$ cat config.mk
export PLATFORM = sky130hd
export DESIGN_NAME = amber_wb_arbiter
export DESIGN_NICKNAME = d
export VERILOG_FILES = /design/src/rtl/amber_wb_pkg.sv /design/src/rtl/amber_wb_arb_watchdog.sv /design/src/rtl/amber_wb_arbiter.sv
export SDC_FILE = /design/constraint.sdc
export NUM_CORES = 1
export LEC_CHECK = 0
export BUFFER_PORTS_ARGS = -buffer_cell sky130_fd_sc_hd__buf_2
export CORE_AREA = 2 2 363 365
export CTS_CLUSTER_SIZE = 8
export DETAILED_ROUTE_END_ITERATION = 7
export DIE_AREA = 0 0 365 367
export PLACE_DENSITY = 0.3
export SLEW_MARGIN = 20
export SYNTH_ARGS = -nofsm -noshare
export SYNTH_HDL_FRONTEND = slang
export SYNTH_SLANG_ARGS = --single-unit
$ cat constraint.sdc
create_clock -name i_clk -period 3.95 [get_ports i_clk]
set_clock_uncertainty 0.05 [all_clocks]
set_input_delay 0.79 -clock i_clk [delete_from_list [all_inputs] [get_ports i_clk]]
set_output_delay 0.79 -clock i_clk [all_outputs]
set_load 0.05 [all_outputs]
$ cat src/rtl/amber_wb_pkg.sv
// Shared types and bus widths for the Amber Wishbone arbiter.
// Imported by amber_wb_arbiter and amber_wb_arb_watchdog.
package amber_wb_pkg;

  localparam int WB_ADR_W = 32;
  localparam int WB_DAT_W = 128;

  typedef enum logic [1:0] {
    ARB_IDLE,
    ARB_OWN0,
    ARB_OWN1
  } arb_state_t;

endpackage

$ cat src/rtl/amber_wb_arb_watchdog.sv
// Stall counter for the arbiter: one-cycle timeout pulse after TIMEOUT
// stalled strobe cycles. Only built under AMBER_WB_ARB_TIMEOUT_EN.
module amber_wb_arb_watchdog
  import amber_wb_pkg::*;
#(
  parameter int TIMEOUT = 64
) (
  input  logic i_clk,
  input  logic i_rst_n,
  input  logic i_stb,
  input  logic i_ack,
  input  logic i_err,
  input  logic i_chg,
  output logic o_timeout
);

  localparam int CW = $clog2(TIMEOUT + 1);

  logic [CW-1:0] cnt_q, cnt_d;

  assign o_timeout = (cnt_q == CW'(TIMEOUT));

  always_comb begin
    cnt_d = cnt_q + 1'b1;
    if (i_chg || o_timeout || !i_stb || i_ack || i_err)
      cnt_d = '0;
  end

  always_ff @(posedge i_clk or negedge i_rst_n) begin
    if (!i_rst_n) cnt_q <= '0;
    else          cnt_q <= cnt_d;
  end

endmodule

$ cat src/rtl/amber_wb_arbiter.sv
// Two-master round-robin Wishbone arbiter with cyc bus locking.
// Define AMBER_WB_ARB_TIMEOUT_EN to add the stall watchdog.
module amber_wb_arbiter
  import amber_wb_pkg::*;
#(
  parameter int ADR_W   = WB_ADR_W,
  parameter int DAT_W   = WB_DAT_W,
  parameter int TIMEOUT = 64
) (
  input  logic               i_clk,
  input  logic               i_rst_n,
  input  logic [ADR_W-1:0]   i_m0_adr,
  input  logic [DAT_W/8-1:0] i_m0_sel,
  input  logic               i_m0_we,
  input  logic [DAT_W-1:0]   i_m0_dat,
  input  logic               i_m0_cyc,
  input  logic               i_m0_stb,
  input  logic [ADR_W-1:0]   i_m1_adr,
  input  logic [DAT_W/8-1:0] i_m1_sel,
  input  logic               i_m1_we,
  input  logic [DAT_W-1:0]   i_m1_dat,
  input  logic               i_m1_cyc,
  input  logic               i_m1_stb,
  output logic [DAT_W-1:0]   o_m0_dat,
  output logic               o_m0_ack,
  output logic               o_m0_err,
  output logic [DAT_W-1:0]   o_m1_dat,
  output logic               o_m1_ack,
  output logic               o_m1_err,
  output logic [ADR_W-1:0]   o_s_adr,
  output logic [DAT_W/8-1:0] o_s_sel,
  output logic               o_s_we,
  output logic [DAT_W-1:0]   o_s_dat,
  output logic               o_s_cyc,
  output logic               o_s_stb,
  input  logic [DAT_W-1:0]   i_s_dat,
  input  logic               i_s_ack,
  input  logic               i_s_err,
  output logic [1:0]         o_grant
);

  arb_state_t state_q;
  logic       last_q;
  logic       own0, own1;
  logic       own_stb;
  logic       tmo;

  always_ff @(posedge i_clk or negedge i_rst_n) begin
    if (!i_rst_n) begin
      state_q <= ARB_IDLE;
      last_q  <= 1'b1;
    end else begin
      unique case (state_q)
        ARB_IDLE: begin
          if (i_m0_cyc && i_m1_cyc)
            state_q <= last_q ? ARB_OWN0 : ARB_OWN1;
          else if (i_m0_cyc)
            state_q <= ARB_OWN0;
          else if (i_m1_cyc)
            state_q <= ARB_OWN1;
        end
        ARB_OWN0: begin
          if (!i_m0_cyc) begin
            last_q  <= 1'b0;
            state_q <= i_m1_cyc ? ARB_OWN1 : ARB_IDLE;
          end
        end
        ARB_OWN1: begin
          if (!i_m1_cyc) begin
            last_q  <= 1'b1;
            state_q <= i_m0_cyc ? ARB_OWN0 : ARB_IDLE;
          end
        end
        default: state_q <= ARB_IDLE;
      endcase
    end
  end

  assign own0    = (state_q == ARB_OWN0);
  assign own1    = (state_q == ARB_OWN1);
  assign o_grant = {own1, own0};
  assign own_stb = (own0 & i_m0_stb) | (own1 & i_m1_stb);

`ifdef AMBER_WB_ARB_TIMEOUT_EN
  logic chg;

  // Any ownership transition at the next edge restarts the stall count.
  assign chg = own0 ? !i_m0_cyc
             : own1 ? !i_m1_cyc
             : (i_m0_cyc | i_m1_cyc);

  amber_wb_arb_watchdog #(
    .TIMEOUT(TIMEOUT)
  ) u_wdog (
    .i_clk    (i_clk),
    .i_rst_n  (i_rst_n),
    .i_stb    (own_stb),
    .i_ack    (i_s_ack),
    .i_err    (i_s_err),
    .i_chg    (chg),
    .o_timeout(tmo)
  );
`else
  logic unused_timeout;
  assign unused_timeout = (TIMEOUT != 0);
  assign tmo = 1'b0;
`endif

  always_comb begin
    o_s_adr = '0;
    o_s_sel = '0;
    o_s_we  = 1'b0;
    o_s_dat = '0;
    o_s_cyc = 1'b0;
    if (own0) begin
      o_s_adr = i_m0_adr;
      o_s_sel = i_m0_sel;
      o_s_we  = i_m0_we;
      o_s_dat = i_m0_dat;
      o_s_cyc = i_m0_cyc;
    end else if (own1) begin
      o_s_adr = i_m1_adr;
      o_s_sel = i_m1_sel;
      o_s_we  = i_m1_we;
      o_s_dat = i_m1_dat;
      o_s_cyc = i_m1_cyc;
    end
  end

  assign o_s_stb  = own_stb & ~tmo;

  assign o_m0_ack = own0 & i_m0_stb & i_s_ack;
  assign o_m1_ack = own1 & i_m1_stb & i_s_ack;
  assign o_m0_err = own0 & ((i_m0_stb & i_s_err) | tmo);
  assign o_m1_err = own1 & ((i_m1_stb & i_s_err) | tmo);
  assign o_m0_dat = own0 ? i_s_dat : '0;
  assign o_m1_dat = own1 ? i_s_dat : '0;

endmodule

[Word level (Yosys, flattened, before mapping)]
Index checks and enable logic that the tools add are counted.
Storage, ports and cells
  input bits: 490
  output and inout port bits: 441
  bits in registers: 3
Operators by class
  bitwise operators: 9
  equality and inequality tests: 5
  multiplexer cells: 24
  reductions and logical operators: 5
Operator list (number)
  $mux W128: 4
  $mux W32: 2
  $mux W16: 2
  $mux W2: 7
  $and A1 B1 Y1: 8
  $mux W1: 7
  $pmux W2 S3: 1
  $reduce_and A3 Y1: 2
  $ne A2 B2 Y1 const B: 2
  $ne A4 B4 Y1 const B: 1
  $eq A2 B1 Y1 const B: 1
  $eq A2 B2 Y1 const B: 1
  $logic_not A2 Y1: 1
  $pmux W1 S2: 1
  $reduce_bool A2 Y1: 1
  $logic_and A1 B1 Y1: 1
  $or A1 B1 Y1: 1

[Depth between registers and ports, before layout]
Gate-level depths: netlist (run 1).
  depth after elaboration: 4
  mapped depth: 5

[Worst setup path before layout (run 1)]
Ideal clock, no wire load.
  path type: reg2out
  start point: register state_q[0]
  end point: output o_m1_ack
  path buffers: 2
  arrival time: 1.471 ns
  cell stages (with the launch flop): 5
  slack: 1.639 ns
  path through: dfrtp_1 > and2b_4 > buf_2 > buf_2 > and3_1
Between the ends
  longest elaborated chain between the ends: 3
RTL lines
  from (decl): RTL line amber_wb_arbiter.sv:42  | arb_state_t state_q;
  from (signal assigned): RTL line amber_wb_arbiter.sv:56  | state_q <= last_q ? ARB_OWN0 : ARB_OWN1;
  from (signal assigned): RTL line amber_wb_arbiter.sv:65  | state_q <= i_m1_cyc ? ARB_OWN1 : ARB_IDLE;
  from (signal assigned): RTL line amber_wb_arbiter.sv:71  | state_q <= i_m0_cyc ? ARB_OWN0 : ARB_IDLE;
  $eq A2 B2 Y1: RTL line amber_wb_arbiter.sv:80  | assign own1 = (state_q == ARB_OWN1);
  $and A1 B1 Y1 (2 in a row): RTL line amber_wb_arbiter.sv:133  | assign o_m1_ack = own1 & i_m1_stb & i_s_ack;
  to (decl): RTL line amber_wb_arbiter.sv:28  | output logic o_m1_ack,
Every way passes these cells.

[Worst setup path after layout (run 1)]
  start point: register state_q[0]
  end point: output o_s_dat[117]
Between the ends
  longest elaborated chain between the ends: 3
  elaborated cells on any way between the ends: 4
  those cells by class: eq/ne (2); mux (2)
RTL lines
  $eq A2 B2 Y1: RTL line amber_wb_arbiter.sv:80
  $mux W128: RTL line amber_wb_arbiter.sv:121  | end else if (own1) begin
  $mux W128 *: RTL line amber_wb_arbiter.sv:115  | if (own0) begin
  to (decl): RTL line amber_wb_arbiter.sv:33  | output logic [DAT_W-1:0] o_s_dat,
Every way passes the cells marked *; elsewhere a longest branch is shown, timed or not.

==> summary.md, run 1 <==
| Metric | Value |
|---|---|
| DR WL/cell | 29.2 um |
| Hold WC Path Type | input pin to asynchronous set/reset pin |
| Inst Count DP | between 3000 and 4000 |
| Share of layout cells above drive strength 1 | 0.677 |
| Clock slew at reported path FFs | 0.03 ns |
| Setup Fix Bufs, Post-CTS | 0 |
| Fin. max-slew vios | 0 |
| Largest net degree at the start of global routing | approximately 130 |
| Fin crit share | 0.784 |
| Post_cts resized | 0 |
| Power Dens Cells | roughly 540 nW/um2 |
| Hold Vio Cnt, Final | 0 |
| IO Pins | about 930 |
| I/O Buffers | between 900 and 1000 |
| TritonRoute pass-1 iters | 5 |
| HPWL Detailed | 86800 um |
| Reg-to-Reg End | state_q[1] |
| #FFs+latches synth | 3 |
| Initial antenna violation count | about 110 |
| Chip height | approximately 370 um |
| Fill cells | 15698 |
| # setup viols final | 0 |
| Clk Tree Root Cell | clkbuf_16 |
| Top Family by Delay on Critical Path | buffers and inverters |
| First-pass GRT wire length | 108000 um |
| RSZ-0062 raised after global routing | no |
| Mapped Area | ~3700 um2 |
| ANT nets after route | 0 |
| Status | completed |
| Via density | ~2.7 |
| Vias | between 8000 and 9000 |
| Worst Max-Slew Pin Slew | about 0.7 ns |
| Worst path required time | about 3.1 ns |
| Fmax | ~320 MHz |
| R2R Setup Slk | 2.90 ns |
| CTS tree | built |
| Remaining DRCs | 0 |
| Post-Syn Instances | 525 |
| CP max-delay cell | dfrtp_1 |
| All-Layer GR Usage | 0.130 |
| Crit-path cells | and2b_4, buf_12, a22o_1, buf_2 |
| Final #Nets | 1891 |
| Area delta synth->final | 184% |
| Gpl congestion | approximately 0.87 |
| Post-synthesis sequential area ratio | 0.0206 |
| CTS Buf Count | 3 |
| Setup_tns | 0 ns |
| Critical path class | register to output pin |
| Final min period | 3.10 ns |
| Layout Utilization | 0.0805 |
| CP max FO | 124 |
| Vias in the first global route | 7617 |
| Worst path arrival time | about 2.3 ns |
| CP Launch Type | register |
| Warnings from Yosys | 0 |
| Starting Density | 0.0283 |
| Slew margin rel. | 0.528 |
| Hold_buf cts | 0 |
| RR Startpoint | last_q |
| Mapped Avg Cell Area | roughly 7.0 um2 |
| CP endpoint kind | output pin |
| Multi-input logic area | ~3300 um2 |
| Final wirelength | approximately 93000 um |
| H-tree levels | 1 |
| Std cell rows | roughly 130 |
| Total die area | 134000 um2 |
| Slowest stage delay, CP | 0.42 ns |
| Post-Layout Cell Count | about 3200 |
| Static leakage power | approximately 5.8 nW |
| Die W | approximately 370 um |
| Worst-Skew Late Latency | between 0.2 and 0.25 ns |
| Clk buf depth | 2 |
| Worst R2R Path Depth | 3 |
| Clock sink count | 3 |
| Grt ovf | 0 |
| DRT iter0 DRCs | around 670 |
| Placeable Area | approximately 130000 um2 |
| Worst path bufs/invs | 2 |
| Max Cap Viol | 0 |
| Post-Syn Nets | between 1000 and 1500 |
| Yosys cell types | 16 |
| Storage element area | between 70 and 80 um2 |
| VDD IR max | approximately 0.18 mV |
-- cell usage after synthesis (all sizes together) --
cell    instances  area [um2]
and2          258        1610
a22o          179        1570
buf            68         348
and3            4        25.0
nor2            3        13.8
clkbuf          2        7.51
dfrtp           2        50.1
o21ai           2        10.0
o22ai           2        12.5
and2b           1        10.0
dfstp           1        26.3
inv             1        3.75
nand2           1        3.75
nor2b           1        6.26
-- state kept, by name, indices dropped and copies added, names as in the netlist --
name,cells
state_q,2
last_q,1
-- routing by layer --
layer  vias to the layer above  track usage  wire (um)
met2                       704        0.207      40900
met4                       106      0.00562       1100
met1                      3926        0.162      37400
met3                       204       0.0692      12700
li1                       3663            -          -
met5                         -            0        729
-- worst max path at each step --
stage / from / slack, ns / cells after the start / to
2_1_floorplan: state_q[0] / 1.64 / 4 / o_m1_ack
3_3_place_gp: state_q[0] / 1.06 / 4 / o_s_dat[117]
3_5_place_dp: state_q[0] / 1.06 / 4 / o_s_dat[117]
4_1_cts: state_q[0] / 0.82 / 4 / o_s_dat[117]
5_1_grt: state_q[0] / 0.77 / 4 / o_s_dat[117]
6_report: state_q[0] / 0.85 / 4 / o_s_dat[117]
-- cells by family (layout without fill, tap and decap cells) --
kind of cell / count (synthesis) / after routing / share of synthesized area
DFF: 3 / 3 / 0.0206
and+or+nand+nor: 268 / 268 / 0.452
AOI/OAI and AO/OA: 183 / 183 / 0.430
other: 0 / 24 / 0
buffers and inverters: 71 / 946 / 0.0971
-- through the flow --
stage                     area (um2)  setup WS (ns)  hold WS, ns  power, mW
after CTS                      10400          0.824        0.311       5.84
after global placement         10400           1.06        0.457       5.68
after detailed placement       10400           1.06        0.455       5.66
final                          10500          0.855        0.309       5.73
after floorplan                 3700           1.64        0.414       3.71
after global routing           10500          0.773        0.315       5.93
-- power by group --
group	leakage (nW)	internal (mW)	switching (mW)
clock	0.0383	0.133	0.0275
combinational	5.70	1.19	4.32
sequential	0.0357	0.0445	0.0117
-- area by class of cell --
cell class,count,share of cell area
timing repair buffer,941,0.459
multi-input combinational,451,0.311
tap,1755,0.209
clock buffer,4,0.00750
sequential,3,0.00726
antenna,24,0.00572
inverter,1,0.000357
-- layout by cell type (no fill, tap or decap), types with 3 or more instances in the layout --
master	netlist	layout
a22o_1	179	179
and2_1	258	258
and3_1	4	4
buf_12	0	7
buf_2	65	930
buf_4	3	4
clkbuf_16	0	3
diode_2	0	24
-- worst register-to-register path, cell delays in order, from the launching register on --
cell     delay, ns
dfstp_2       0.53
nor2b_1       0.13
o22ai_1       0.07
and2_1        0.16
No activity file was read; power rests on OpenSTA's default activity.
==> inputs of run 2 (changes only) <==
--- a/config.mk
+++ b/config.mk
@@ -6,10 +6,10 @@
 export NUM_CORES = 1
 export LEC_CHECK = 0
 export BUFFER_PORTS_ARGS = -buffer_cell sky130_fd_sc_hd__buf_2
-export CORE_AREA = 2 2 363 365
+export CORE_AREA = 2 2 364 366
 export CTS_CLUSTER_SIZE = 8
 export DETAILED_ROUTE_END_ITERATION = 7
-export DIE_AREA = 0 0 365 367
+export DIE_AREA = 0 0 366 368
 export PLACE_DENSITY = 0.3
 export SLEW_MARGIN = 20
 export SYNTH_ARGS = -nofsm -noshare
==> constraint.sdc (replaced) <==
create_clock -name i_clk -period 2.6 [get_ports i_clk]
set_clock_uncertainty 0.05 [all_clocks]
set_input_delay 0.52 -clock i_clk [delete_from_list [all_inputs] [get_ports i_clk]]
set_output_delay 0.52 -clock i_clk [all_outputs]
set_load 0.05 [all_outputs]
==> summary.md, run 2 (synthesized netlist as in run 1, its figures left out) <==
| Metric | Value |
|---|---|
| Initial antenna violation count | approximately 110 |
| Net Sw Frac | 0.652 |
| Remaining DRCs | 0 |
| Setup_tns | 0 ns |
| Power Dens Cells | 834 nW/um2 |
| I/O Buffers | between 900 and 1000 |
| Worst Max-Slew Pin Slew | 0.440 ns |
| Clock slew at reported path FFs | roughly 0.030 ns |
| Final #Nets | 1906 |
| Number of flip-flops in the largest register | 2 |
| Die W | between 300 and 400 um |
| Commonest non-fill, non-tap cell in the layout | buf_2 |
| Fill cells | approximately 15000 |
| Largest registers | state_q x2, last_q x1 |
| Clk buf depth | 2 |
| Critical path class | register to output pin |
| Worst path arrival time | between 2 and 2.5 ns |
| Status | completed |
| Gpl congestion | 0.871 |
| Placeable Area | 131000 um2 |
| DRT iter0 DRCs | around 440 |
| RSZ-0062 raised after global routing | yes |
| Final min period | about 2.6 ns |
| CTS tree | built |
| Vias | between 8000 and 9000 |
| All-Layer GR Usage | 0.127 |
| Static leakage power | approximately 6.6 nW |
| Commonest non-fill, non-tap cells in the layout | 773 x buf_2, 258 x and2_1, 165 x buf_12, 115 x a22o_1, 36 x a22o_2 |
| Area delta synth->final | 260% |
| CTS Buf Count | 3 |
| Via density | ~2.7 |
| HPWL Detailed | between 80000 and 90000 um |
| Most used cell, CP | buf_12 |
| Post-Layout Cell Count | roughly 3200 |
| CP endpoint kind | output pin |
| Fin crit share | 0.991 |
| Total power | 11.1 mW |
| Chip height | 368 um |
| Setup Fix Bufs, Post-CTS | 0 |
| Gate power share | 0.970 |
| Slew margin rel. | 0.709 |
| CP max FO | 20 |
| # setup viols final | 0 |
| Net Sw Power | ~7.2 mW |
| DR WL/cell | between 20 and 30 um |
| Hold WC Path Type | input pin to asynchronous set/reset pin |
| Clk Tree Root Cell | clkbuf_16 |
| Slowest stage delay, CP | between 0.4 and 0.5 ns |
| ANT nets after route | 0 |
| Int Power | between 3 and 4 mW |
| Total die area | 135000 um2 |
| Fin. max-slew vios | 0 |
| Final wirelength | between 90000 and 100000 um |
| Grt ovf | 0 |
| CP Launch Type | register |
| Worst path required time | slightly above 2 ns |
| Inst Count DP | 3166 |
| CP max-delay cell | dfrtp_1 |
| Clock power share | 0.022 |
| TritonRoute pass-1 iters | 7 |
| VDD IR max | 0.236 mV |
| Fmax | ~390 MHz |
| Hold_buf cts | 0 |
| Vias in the first global route | between 7000 and 8000 |
| Std cell rows | around 130 |
| Worst-Skew Late Latency | between 0.2 and 0.25 ns |
| Reg power frac | 0.008 |
| Largest net degree at the start of global routing | 84 |
| First-pass GRT wire length | 108000 um |
| Crit-path cells | inv_2, nor2_4, buf_12, buf_8, a22o_2, buf_12 |
| IO Pins | between 900 and 1000 |
| Share of layout cells above drive strength 1 | 0.726 |
| Max Cap Viol | 0 |
| Top reg by flops | state_q |
| Clock sink count | 3 |
| Hold Vio Cnt, Final | 0 |
| Starting Density | 0.0283 |
| H-tree levels | 1 |
## run 2: final cells by class
type / count / area [um2] / share of cell area
Antenna cell: 19 / 47.5 / 0.00357
Tap cell: 1755 / 2200 / 0.165
Sequential cell: 3 / 76.3 / 0.00573
Timing Repair Buffer: 956 / 7360 / 0.553
Clock buffer: 4 / 78.8 / 0.00592
Multi-Input combinational cell: 451 / 3560 / 0.267
Inverter: 1 / 3.75 / 0.000282
## run 2: worst paths after layout
check | startpoint | slack [ns] | end | depth (start not counted)
worst max-delay path | state_q[0] | 0.02 | o_s_dat[127] | 6
max in group asynchronous | i_rst_n | 2.23 | last_q | 1
worst min-delay path | i_rst_n | 0.06 | state_q[0] | 1
min in group i_clk | last_q | 0.44 | last_q | 2
worst min register to register | last_q | 0.44 | last_q | 2
worst max register to register | last_q | 1.53 | state_q[1] | 3
## run 2: timing repair
item | in CTS | in global routing
hold endpoints to repair | 0 | 0
endpoints found under the setup margin | 62 | 36
resized for setup | 87 | 10
## run 2: power by group through the flow
| stage | combinational, mW | sequential, mW | clock (mW) |
|---|---|---|---|
| 6_report | 10.8 | 0.0871 | 0.246 |
| 5_1_grt | 11.1 | 0.0895 | 0.252 |
| 4_1_cts | 11.0 | 0.0861 | 0.248 |
| 3_5_place_dp | 10.8 | 0.0862 | 0 |
| 3_3_place_gp | 10.8 | 0.0881 | 0 |
| 2_1_floorplan | 5.56 | 0.0812 | 0 |
## run 2: critical path: cells and delay by family (launching register included)
| family | cells | cell delay, ns |
|---|---|---|
| buffers and inverters | 4 | 0.72 |
| and+or+nand+nor | 1 | 0.20 |
| AOI/OAI and AO/OA | 1 | 0.33 |
| DFF | 1 | 0.42 |
## run 2: stage by stage
step,setup WS [ns],util,instance area (um2),hold slack (ns)
3_5_place_dp,-0.151,0.0984,12900,0.286
5_1_grt,-0.0460,0.102,13300,0.0511
3_3_place_gp,-0.222,0.0984,12900,0.285
6_report,0.0226,0.102,13300,0.0571
2_1_floorplan,0.559,-,3700,0.174
4_1_cts,-0.0376,0.101,13200,0.0495
## run 2: layer usage
metal  global-route usage  share of wire  vias to the layer above  wire length [um]
met2                0.205           0.45                      626             41000
met4               0.0134          0.014                       86              1290
li1                     -              -                     3696                 -
met3               0.0510          0.098                      164              8900
met5                    0         0.0062                        -               558
met1                0.164           0.43                     3976             38700
